## config.mk

```make
export PLATFORM = sky130hd
export DESIGN_NAME = minmax_tracker
export DESIGN_NICKNAME = d
export VERILOG_FILES = /design/src/rtl/minmax_tracker_pkg.sv /design/src/rtl/minmax_tracker_mag_cmp_nb.sv /design/src/rtl/minmax_tracker.sv
export SDC_FILE = /design/constraint.sdc
export NUM_CORES = 1
export LEC_CHECK = 0
export ABC_AREA = 1
export CORE_UTILIZATION = 51
export CTS_CLUSTER_SIZE = 8
export DETAILED_ROUTE_END_ITERATION = 8
export PLACE_DENSITY = 0.77
export SLEW_MARGIN = 20
export SYNTH_ARGS = -nofsm -noshare
export SYNTH_HDL_FRONTEND = slang
export SYNTH_SLANG_ARGS = --single-unit
```

## constraint.sdc

```tcl
create_clock -name clk -period 1.99 [get_ports clk]
set_clock_uncertainty 0.15 [all_clocks]
set_input_delay 0.597 -clock clk [delete_from_list [all_inputs] [get_ports clk]]
set_output_delay 0.597 -clock clk [all_outputs]
set_load 0.02 [all_outputs]
```

## src/rtl/minmax_tracker_pkg.sv

```systemverilog
// Shared types for the window min/max tracker: FSM state encoding and
// counter sizing helper.
package minmax_tracker_pkg;

   typedef enum logic [1:0] {
      ST_IDLE  = 2'd0,
      ST_ACCUM = 2'd1,
      ST_HOLD  = 2'd2
   } state_e;

   // Counter must be able to represent WIN itself, not just WIN-1.
   function automatic int cnt_width(input int win);
      return (win < 1) ? 1 : $clog2(win + 1);
   endfunction

endpackage

```

## src/rtl/minmax_tracker_mag_cmp_nb.sv

```systemverilog
// Unsigned magnitude comparator; exactly one of gt/lt/eq is high.
module mag_cmp_nb #(
   parameter int WIDTH = 3
) (
   input  logic [WIDTH-1:0] a,
   input  logic [WIDTH-1:0] b,
   output logic             gt,
   output logic             lt,
   output logic             eq
);

   assign gt = (a > b);
   assign lt = (a < b);
   assign eq = (a == b);

endmodule

```

## src/rtl/minmax_tracker.sv

```systemverilog
// Running max/min over a window of WIN unsigned samples, with valid/ready
// on both sides; result held in registered outputs until consumed.
module minmax_tracker
   import minmax_tracker_pkg::*;
#(
   parameter int WIDTH = 3,
   parameter int WIN   = 4
) (
   input  logic             clk,
   input  logic             rst_n,
   input  logic             flush,
   input  logic             in_valid,
   output logic             in_ready,
   input  logic [WIDTH-1:0] in_data,
   output logic             out_valid,
   input  logic             out_ready,
   output logic [WIDTH-1:0] out_max,
   output logic [WIDTH-1:0] out_min,
   output logic             out_all_eq
);

   localparam int            CW    = cnt_width(WIN);
   localparam logic [CW-1:0] WIN_C = CW'(WIN);

   state_e           state;
   logic [WIDTH-1:0] max_q, min_q;
   logic [CW-1:0]    cnt_q;

   logic             s_gt_max, s_lt_min, nxt_eq;
   logic [WIDTH-1:0] nxt_max, nxt_min;
   logic [CW-1:0]    cnt_nxt;
   logic             in_xfer, win_done, first;

   logic             unused_cmp_gt, unused_cmp_lt, unused_eq_max, unused_eq_min;
   logic             unused_lt_max, unused_gt_min;

   assign in_ready = (state != ST_HOLD);
   assign in_xfer  = in_valid & in_ready;
   assign first    = (state == ST_IDLE);

   mag_cmp_nb #(.WIDTH(WIDTH)) u_cmp_max (
      .a  (in_data),
      .b  (max_q),
      .gt (s_gt_max),
      .lt (unused_lt_max),
      .eq (unused_eq_max)
   );

   mag_cmp_nb #(.WIDTH(WIDTH)) u_cmp_min (
      .a  (in_data),
      .b  (min_q),
      .gt (unused_gt_min),
      .lt (s_lt_min),
      .eq (unused_eq_min)
   );

   // First sample of a window seeds both trackers regardless of stale regs.
   assign nxt_max  = (first || s_gt_max) ? in_data : max_q;
   assign nxt_min  = (first || s_lt_min) ? in_data : min_q;
   assign cnt_nxt  = first ? CW'(1) : cnt_q + 1'b1;
   assign win_done = (cnt_nxt == WIN_C);

   mag_cmp_nb #(.WIDTH(WIDTH)) u_cmp_eq (
      .a  (nxt_max),
      .b  (nxt_min),
      .gt (unused_cmp_gt),
      .lt (unused_cmp_lt),
      .eq (nxt_eq)
   );

   always_ff @(posedge clk or negedge rst_n) begin
      if (!rst_n) begin
         state      <= ST_IDLE;
         max_q      <= '0;
         min_q      <= '0;
         cnt_q      <= '0;
         out_valid  <= 1'b0;
         out_max    <= '0;
         out_min    <= '0;
         out_all_eq <= 1'b0;
      end else if (flush) begin
         state     <= ST_IDLE;
         cnt_q     <= '0;
         out_valid <= 1'b0;
      end else begin
         case (state)
            ST_IDLE, ST_ACCUM: begin
               if (in_xfer) begin
                  max_q <= nxt_max;
                  min_q <= nxt_min;
                  cnt_q <= cnt_nxt;
                  if (win_done) begin
                     state      <= ST_HOLD;
                     out_valid  <= 1'b1;
                     out_max    <= nxt_max;
                     out_min    <= nxt_min;
                     out_all_eq <= nxt_eq;
                  end else begin
                     state <= ST_ACCUM;
                  end
               end
            end
            ST_HOLD: begin
               if (out_ready) begin
                  state     <= ST_IDLE;
                  out_valid <= 1'b0;
                  cnt_q     <= '0;
               end
            end
            default: begin
               state     <= ST_IDLE;
               cnt_q     <= '0;
               out_valid <= 1'b0;
            end
         endcase
      end
   end

endmodule

```

==> reports/metrics.cfg <==
[detailed_routing]
detailedRoute.firstIterationViolations=21
vias_per_cell=5.16
drc=0
detailedRoute.firstPassIterationCount=4
drt_wl_total_microns=2500
remaining_number_of_nets_flagged_by_the_antenna_check_after_routing=0
number_of_vias_in_the_routed_layout=1021
post_drt_wl_per_cell_microns=12.6

[floorplan]
design.die.area_sq_um=2320
std_cell_rows=16
floorplan.initialDensity_pct=54.9
die_h_microns=48.2
design.portCount=17
die-width_microns=48.2
placeableCoreArea_sq_um=1980

[timing]
unrepaired_setup_endpoints_after_global_routing=yes
hold_slack_ns=0.334
timing_worst_slew_pin_value_ns=0.255
timing.max_slew.rel_slack_pct=83.0
crit_path_time_final_ns=1.93
final_hold_viol_count=0
slew_viol_final=0
timing.final.setup_violations=0
fmax_mhz=519
post-route-period-util_pct=96.9

[cts]
cts_root_buf=clkbuf_4
clock-sinks=19
tritoncts.num_buffers=3
htree_num_levels=1
quantity_of_hold_fixing_buffers_added_after_cts=0
cts_buffer_depth=2
clk_latency_ns=0.30
clkSlewWorstSetupHoldPaths_ns=0.10
cts_tree=yes

[placement]
hpwlAfterDp_microns=1820
dpl.cell_count=193
placed_area_sq_um=1370
gp_routability_congestion=0.932
io_buffers=16

[final_layout]
insertedDiodeCount=0
area_growth_pct=30.9
finish.cell_count_without_fillers=198
layout.cells.most_common=nand2_1
commonest_cells_after_routing_fill_and_taps_aside=43 x nand2_1, 19 x dfrtp_1, 14 x buf_4
post-route-cell-area_sq_um=1430
layout.nets=186
layout_cells_sized_above_1_pct=25.1

[global_route]
antenna_found_initial=0
grt_max_degree=20
first_global_vias=889
grt_overflow_total=0
grt_util_all_layers_pct=23.7
grt_pass1_wl_microns=3710

[yosys]
ys_types=23
synth_ff_type=dfrtp_1
synthCells=139
number_of_flip_flops_and_latches_in_the_synthesized_netlist=19
ys_async_sr_fraction_pct=100
synth_edf_count=0
netlist_area_sq_um=1090
synth_fp_nets=153
ys_warn_count=0
sequential_element_share_of_the_synthesized_area_pct=43.7
syn-mean-instance-area_sq_um=7.83

[critical_path]
cp_data_arrival_time_ns=1.98
critical_path.endpoint_type=register
worst_setup_path_start_kind=input pin
worst-endpoint-required_ns=2.04
critical_path.max_fanout=5
crit_top_cell=nand2_1
path_cells=dlygate4sd2_1 > inv_2 > ha_1 > nand3_1 > nand2_2 > nand2_2 > nand2_1 > nand2_2 > nand2_1 > nand2_1 > clkinv_1 > nand3_2 > nand2_1
cp.buffers_inverters=3
critPathTopFamily=simple AND/OR/NAND/NOR gates
max_stage_delay_ns=0.30
timing.setup.critical_path_class=in2reg
cp_slowest_cell=ha_1

[hold_path]
timing.hold.worst.class=reg2reg

[outcome]
status=completed

[power_and_ir_drop]
power.static_leakage_nw=0.749
power.density_nw_per_um2=804
worst_ir_drop_vdd_uv=513

[job]
max-cap-violations=0

## cell type report
type | instances | area, sq um
well taps | 27 | 33.8
flip-flops and latches | 19 | 475
repair buffers | 30 | 244
clock buffers | 4 | 26.3
inverters | 19 | 71.3
multi-input cells | 99 | 574
fillers | 179 | 557
## per-stage QoR
step / setup slack (ns) / power [mW] / setup TNS, ns / util, %
4_1_cts: -0.00669 / 1.10 / -0.00669 / 69.6
5_1_grt: -0.0200 / 1.23 / -0.0200 / 71.9
3_3_place_gp: -0.533 / 0.900 / -4.95 / 68.9
6_report: 0.0618 / 1.15 / 0 / 71.9
2_1_floorplan: 0.0790 / 0.740 / 0 / -
3_5_place_dp: -0.589 / 0.914 / -5.87 / 68.9
## worst reg2reg max path: stages (launching register included)
cell and delay, ns:
dfrtp_1 0.40, inv_1 0.14, ha_4 0.22, a21oi_1 0.21, nand2_2 0.10, nand2_2 0.10
nand2_1 0.06, o21ai_1 0.09, inv_1 0.09, nand2_1 0.06, nand2_1 0.06, nand3_2 0.06
nand2_1 0.04
## what timing repair did
item	in CTS	in global routing
resized for setup	13	11
pin swaps	3	3
setup buffers	0	1
endpoints found under the setup margin	21	8
## kinds of logic after synthesis
logic type / Yosys count / share of synthesized area [%]
AND/OR/NAND/NOR: 71 / 30.6
AO/OA/AOI/OAI: 22 / 10.9
buffers and inverters: 21 / 7.93
flip-flops: 19 / 43.7
adder cells (fa/ha/maj): 6 / 6.90
## registers in the layout, summed over array words and instances (netlist names)
register    cells
out_valid       1
min_q           3
out_all_eq      1
state           2
out_max         3
cnt_q           3
out_min         3
max_q           3
## synth_stat cells, types with 2 or more instances
master | number | area (sq um)
a21oi_1 | 6 | 30.0
dfrtp_1 | 19 | 475
ha_1 | 6 | 75.1
inv_1 | 13 | 48.8
inv_2 | 5 | 18.8
nand2_1 | 47 | 176
nand2_2 | 3 | 18.8
nand3_1 | 10 | 50.1
nand3_2 | 2 | 20.0
nor2_1 | 2 | 7.51
o21ai_0 | 8 | 40.0
o21ai_1 | 5 | 25.0
o21ai_2 | 2 | 17.5
or2_2 | 2 | 12.5
## metal layers
metal / GRT usage, % / share of wire, % / routed length (microns)
met1: 31.1 / 49 / 1220
met2: 37.3 / 46 / 1150
met3: 3.70 / 3.3 / 82
met4: 13.3 / 1.8 / 44
met5: 0 / 0 / 0
## final timing paths
kind,startpoint,to,slack [ns],cells past startpoint
worst max register to register,min_q[2],out_all_eq,0.11,12
max in group asynchronous,rst_n,out_all_eq,0.99,2
worst min register to register,out_max[0],out_max[0],0.33,2
min in group asynchronous,rst_n,min_q[1],0.49,2
worst max-delay path,in_data[0],out_all_eq,0.06,13
worst min-delay path,out_max[0],out_max[0],0.33,2
## power breakdown
group          total, mW  switching, mW  internal [mW]
logic              0.480          0.276          0.203
clock network      0.195          0.117         0.0782
registers          0.471         0.0331          0.438
total               1.15          0.427          0.719
No activity file was read; power rests on OpenSTA's default activity.
